[config.mk]
export PLATFORM = sky130hd
export DESIGN_NAME = id_exe_pipe
export DESIGN_NICKNAME = d
export VERILOG_FILES = /design/src/rtl/id_exe_pipe_pkg.sv /design/src/rtl/id_exe_pipe_sat_counter.sv /design/src/rtl/id_exe_pipe.sv
export SDC_FILE = /design/constraint.sdc
export NUM_CORES = 1
export LEC_CHECK = 0
export BUFFER_PORTS_ARGS = -buffer_cell sky130_fd_sc_hd__buf_2
export CAP_MARGIN = 0
export CORE_UTILIZATION = 43
export CTS_CLUSTER_SIZE = 16
export DETAILED_ROUTE_END_ITERATION = 8
export HOLD_SLACK_MARGIN = 0.03
export PLACE_DENSITY = 0.76
export SYNTH_ARGS = -nofsm -noshare
export SYNTH_HDL_FRONTEND = slang
export SYNTH_SLANG_ARGS = --single-unit
[constraint.sdc]
create_clock -name clk -period 1.86 [get_ports clk]
set_input_delay 0.186 -clock clk [delete_from_list [all_inputs] [get_ports clk]]
set_output_delay 0.186 -clock clk [all_outputs]
set_load 0.01 [all_outputs]
[src/rtl/id_exe_pipe_pkg.sv]
// Shared widths and field offsets for the ID->EXE pipeline register.
// Also holds the packed layout of the EXE->stall-unit status bus.
package id_exe_pipe_pkg;

  localparam int ID_TO_EXE_BUS_WD = 48;
  localparam int ID_TO_EXE_MEMGEN = 47;
  localparam int ID_TO_EXE_DEST   = 0;
  localparam int EXE_TO_ST_BUS_WD = 7;
  localparam int DEST_W           = 5;

  // Field order matches {EXE_valid, sel_MEM_gene, dest} as the stall unit expects.
  typedef struct packed {
    logic              valid;
    logic              sel_mem_gene;
    logic [DEST_W-1:0] dest;
  } exe_to_st_t;

endpackage

[src/rtl/id_exe_pipe_sat_counter.sv]
// Saturating up-counter with synchronous active-low clear.
// Used to count load-use stall cycles for performance debug.
module sat_counter #(
  parameter int CNT_W = 32
) (
  input  logic             clk,
  input  logic             resetn,
  input  logic             i_inc,
  output logic [CNT_W-1:0] o_cnt
);

  logic [CNT_W-1:0] r_cnt;
  logic             w_sat;

  assign w_sat = &r_cnt;

  // NOTE: clocked state uses non-blocking assignments so every reader sees the pre-edge value.
  always_ff @(posedge clk) begin
    if (!resetn) begin
      r_cnt <= '0;
    end else if (i_inc && !w_sat) begin
      r_cnt <= r_cnt + 1'b1;
    end
  end

  assign o_cnt = r_cnt;

endmodule

[src/rtl/id_exe_pipe.sv]
// ID->EXE pipeline register with valid/allowin handshake, load-use bubble,
// branch-flush kill of the ID instruction, and a saturating stall-cycle counter.
module id_exe_pipe
  import id_exe_pipe_pkg::*;
#(
  parameter int ID_TO_EXE_W = ID_TO_EXE_BUS_WD,
  parameter int MEMGEN_BIT  = ID_TO_EXE_MEMGEN,
  parameter int DEST_LSB    = ID_TO_EXE_DEST,
  parameter int CNT_W       = 32
) (
  input  logic                        clk,
  input  logic                        resetn,
  input  logic                        ID_valid,
  input  logic [ID_TO_EXE_W-1:0]      ID_to_EXE_bus,
  input  logic [0:0]                  ST_to_ID_bus,
  input  logic                        br_flush,
  input  logic                        EXE_ready_go,
  input  logic                        MEM_allowin,
  output logic                        ID_allowin,
  output logic                        EXE_allowin,
  output logic                        EXE_valid,
  output logic [ID_TO_EXE_W-1:0]      EXE_bus,
  output logic                        EXE_to_MEM_valid,
  output logic [EXE_TO_ST_BUS_WD-1:0] EXE_to_ST_bus,
  output logic [CNT_W-1:0]            stall_cnt
);

  logic                   r_exe_valid;
  logic [ID_TO_EXE_W-1:0] r_exe_bus;
  logic                   w_id_ready_go;
  logic                   w_exe_allowin;
  logic                   w_id_to_exe_valid;
  logic                   w_stall;
  exe_to_st_t             w_st;

  assign w_id_ready_go     = ST_to_ID_bus[0];
  assign w_exe_allowin     = !r_exe_valid || (EXE_ready_go && MEM_allowin);
  // Flush kills the ID instruction, so it never transfers and never counts as a stall.
  assign w_id_to_exe_valid = ID_valid && w_id_ready_go && !br_flush;
  assign w_stall           = ID_valid && !w_id_ready_go && !br_flush;

  always_ff @(posedge clk) begin
    if (!resetn) begin
      r_exe_valid <= 1'b0;
      r_exe_bus   <= '0;
    end else if (w_exe_allowin) begin
      r_exe_valid <= w_id_to_exe_valid;
      // Payload only loads on a real transfer; a bubble leaves it stale.
      if (w_id_to_exe_valid) begin
        r_exe_bus <= ID_to_EXE_bus;
      end
    end
  end

  // Status to the stall unit comes from registered state only.
  assign w_st.valid        = r_exe_valid;
  assign w_st.sel_mem_gene = r_exe_bus[MEMGEN_BIT];
  assign w_st.dest         = r_exe_bus[DEST_LSB +: DEST_W];

  sat_counter #(
    .CNT_W (CNT_W)
  ) u_stall_cnt (
    .clk    (clk),
    .resetn (resetn),
    .i_inc  (w_stall),
    .o_cnt  (stall_cnt)
  );

  assign ID_allowin       = !ID_valid || (w_id_ready_go && w_exe_allowin) || br_flush;
  assign EXE_allowin      = w_exe_allowin;
  assign EXE_valid        = r_exe_valid;
  assign EXE_bus          = r_exe_bus;
  assign EXE_to_MEM_valid = r_exe_valid && EXE_ready_go;
  assign EXE_to_ST_bus    = w_st;

endmodule

==> metrics.md <==
| Metric | Value |
|---|---|
| Status | finished, violations left |
| Failing checks | setup timing |
| Post-Layout Inst Area | around 5300 um^2 |
| Ant diodes | 0 |
| Most frequent cells in the layout | buf_2 (145), nand2_1 (118), buf_4 (70) |
| Count of flip-flops with a built-in enable after synthesis | 0 |
| Area after DPL | about 4900 um^2 |
| Worst Setup End Kind | register |
| Gr ovfl total | 0 |
| CP Launch Type | register |
| Worst Setup Path Type | reg2reg |
| Clk sinks | 81 |
| # Max-Cap Violations | 0 |
| Root Driver | clkbuf_8 |
| Register area share after synthesis | a little under half |
| Leakage power | roughly 2.3 nW |
| Insertion delay to the later sink of the worst-skew pair | 0.36 ns |
| Worst reg2reg path startpoint | u_stall_cnt.o_cnt[31] |
| Final nets | around 690 |
| Slew HR | 66.6% |
| Async S/R FF share, synth | 0% |
| First-pass GRT wire length | around 16 mm |
| Crit-path slowest cell | or4_4 |
| CTS H-Tree Depth | 3 |
| Die area | about 8500 um^2 |
| Mapped cell area | between 3000 and 4000 um^2 |
| Number of DRC markers in iteration 0 | around 250 |
| Post-CTS Hold Fix Bufs | 0 |
| Clock Skew | around 0.012 ns |
| RSZ-0062 raised after global routing | yes |
| Worst Setup SP | u_stall_cnt.o_cnt[31] |
| P per Cell Area | roughly 610 nW/um^2 |
| Core Area | approximately 7800 um^2 |
| Hold path startpoint | ID_to_EXE_bus[9] |
| DR pass1 iterations | 5 |
| Peak supply drop | between 0.3 and 0.4 mV |
| Final Util | between 60% and 70% |
| Synth warn | 0 |
| Highest net fanout along the worst path | 6 |
| Slew @ Worst Pin | about 0.50 ns |
| Num rows | 32 |
| Syn nets | roughly 490 |
| Most common cell after layout, fill and taps aside | buf_2 |
| Largest net degree at the start of global routing | 52 |
| Syn Area/Cell | between 8 and 9 um^2 |
| Final setup vio count | 13 |
| # port buffers | approximately 150 |
| Vias/cell | 5.28 |
| Fin Setup TNS | -1.06 ns |
| CTS tree | built |
| Clock buffer depth | 2 |
| Final hold slack | 0.0537 ns |
| Post-Syn Instances | 433 |
| Final Hold Fails | 0 |
| Area Overhead vs Synth | 51.4% |
| Detailed Route WL | approximately 11 mm |
| #FFs+latches synth | between 80 and 90 |
| DRC viols | 0 |
| Slowest stage delay, CP | between 0.5 and 0.6 ns |
| Post-layout min period | between 1.5 and 2 ns |
| Worst Path Buf+Inv | 1 |
| Clock slew at reported path FFs | approximately 0.09 ns |
| Critical path arrival | about 2.2 ns |
| Initial Util | 44.9% |
| Final RePlAce weighted congestion | ~0.86 |
| Delay-heaviest family, CP | simple AND/OR/NAND/NOR gates |
| Slew Limit Fails | 0 |
| CTS buffer count | 9 |
| Vias in the first global route | 3551 |
| Initial antenna violation count | 0 |
| DIE WIDTH | just over 90 um |
| Via Count | roughly 4000 |
| Max Freq | 503 MHz |
| Total I/O pin count | ~150 |
| Setup WS post-layout | -0.128 ns |
| Detailed placer's ending HPWL | approximately 7.5 mm |
| Crit path cell chain | nand4_1, or4_4, o31ai_4, buf_6, or3_1, a21oi_2 |
| GRT Overall Usage | approximately a quarter |
| Post-DRT Antenna Nets | 0 |
| Fill count | 633 |
| Crit share post-route | 107% |
| DR WL/cell | ~15 um |
| Worst min path class | in2reg |
| Die height | roughly 92 um |
| Yosys cell types | between 40 and 50 |
| Critical path required time | roughly 2.1 ns |
| Top_reg_cell synth | dfxtp_1 |
| Share of layout cells above drive strength 1 | between 40% and 50% |
## state kept, by name, indices dropped and copies added, names as in the netlist
signal             cells
u_stall_cnt.o_cnt     32
EXE_bus               48
EXE_valid              1
## synth_stat cells, types with 6 or more instances
cell      count  area, um^2
nand4_1       6        37.5
nor3_1        6        30.0
nand3_1      15        75.1
clkbuf_1     19        71.3
a21oi_1      67         335
nand2b_1      6        37.5
or3_1        16         100
buf_4         7        52.6
nand2_1     118         443
dfxtp_1      81        1620
o21ai_0      10        50.1
nor2_1       10        37.5
## layer usage
layer / GRT usage, % / part of all wire, % / vias up
met2: 41.4 / 50 / 165
met1: 28.2 / 41 / 1823
met5: 0 / 0 / -
met3: 4.68 / 6.5 / 26
li1: - / - / 1922
met4: 11.3 / 2.7 / 0
## power breakdown
part / total [mW] / internal [mW] / switching (mW)
clock: 1.21 / 0.539 / 0.674
sequential: 1.78 / 1.76 / 0.0186
combinational: 0.272 / 0.118 / 0.154
total: 3.26 / 2.41 / 0.846
## path summary, 6_finish.rpt
path	slack, ns	cells past startpoint	to
max	-0.13	6	u_stall_cnt.o_cnt[25]
min	0.05	3	EXE_bus[9]
max reg2reg	-0.13	6	u_stall_cnt.o_cnt[25]
min reg2reg	0.45	2	EXE_bus[20]
## cells by family after synthesis
kind of cell | count (synthesis) | synth area share (%)
AO/OA/AOI/OAI | 99 | 16.0
multiplexers | 5 | 1.43
buffers and inverters | 34 | 4.82
XOR/XNOR | 5 | 1.25
flip-flops | 81 | 46.2
adder cells (fa/ha/maj) | 1 | 0.357
AND/OR/NAND/NOR | 208 | 29.9
## stage by stage
step,setup WS [ns],std cells,power (mW)
2_1_floorplan,-0.00498,433,1.95
3_3_place_gp,-0.198,721,2.08
3_5_place_dp,-0.240,721,2.09
4_1_cts,-0.0892,743,3.28
5_1_grt,-0.181,745,3.41
6_report,-0.128,745,3.26
## repair_timing
| action | 4_1_cts | 5_1_grt |
|---|---|---|
| buffers inserted | 5 | 3 |
| gates resized for setup | 6 | 29 |
| endpoints found under the setup margin | 15 | 21 |
| pin swaps | 7 | 24 |
| cloned | 1 | 0 |
## area by class of cell
class	count	area (um^2)	area share, %
Clock buffer	10	138	2.59
Clock inverter	6	50.0	0.943
Inverter	5	18.8	0.353
Multi-Input combinational cell	319	1960	36.8
Sequential cell	81	1670	31.5
Tap cell	102	128	2.40
Timing Repair Buffer	222	1350	25.4
## worst reg2reg max path: cells and delay by family, from the launching register on
family	cells	cell delay, ns
AO/OA/AOI/OAI	2	0.49
flip-flops	1	0.33
AND/OR/NAND/NOR	3	0.88
buffers and inverters	1	0.18
No activity file was read; power rests on OpenSTA's default activity.
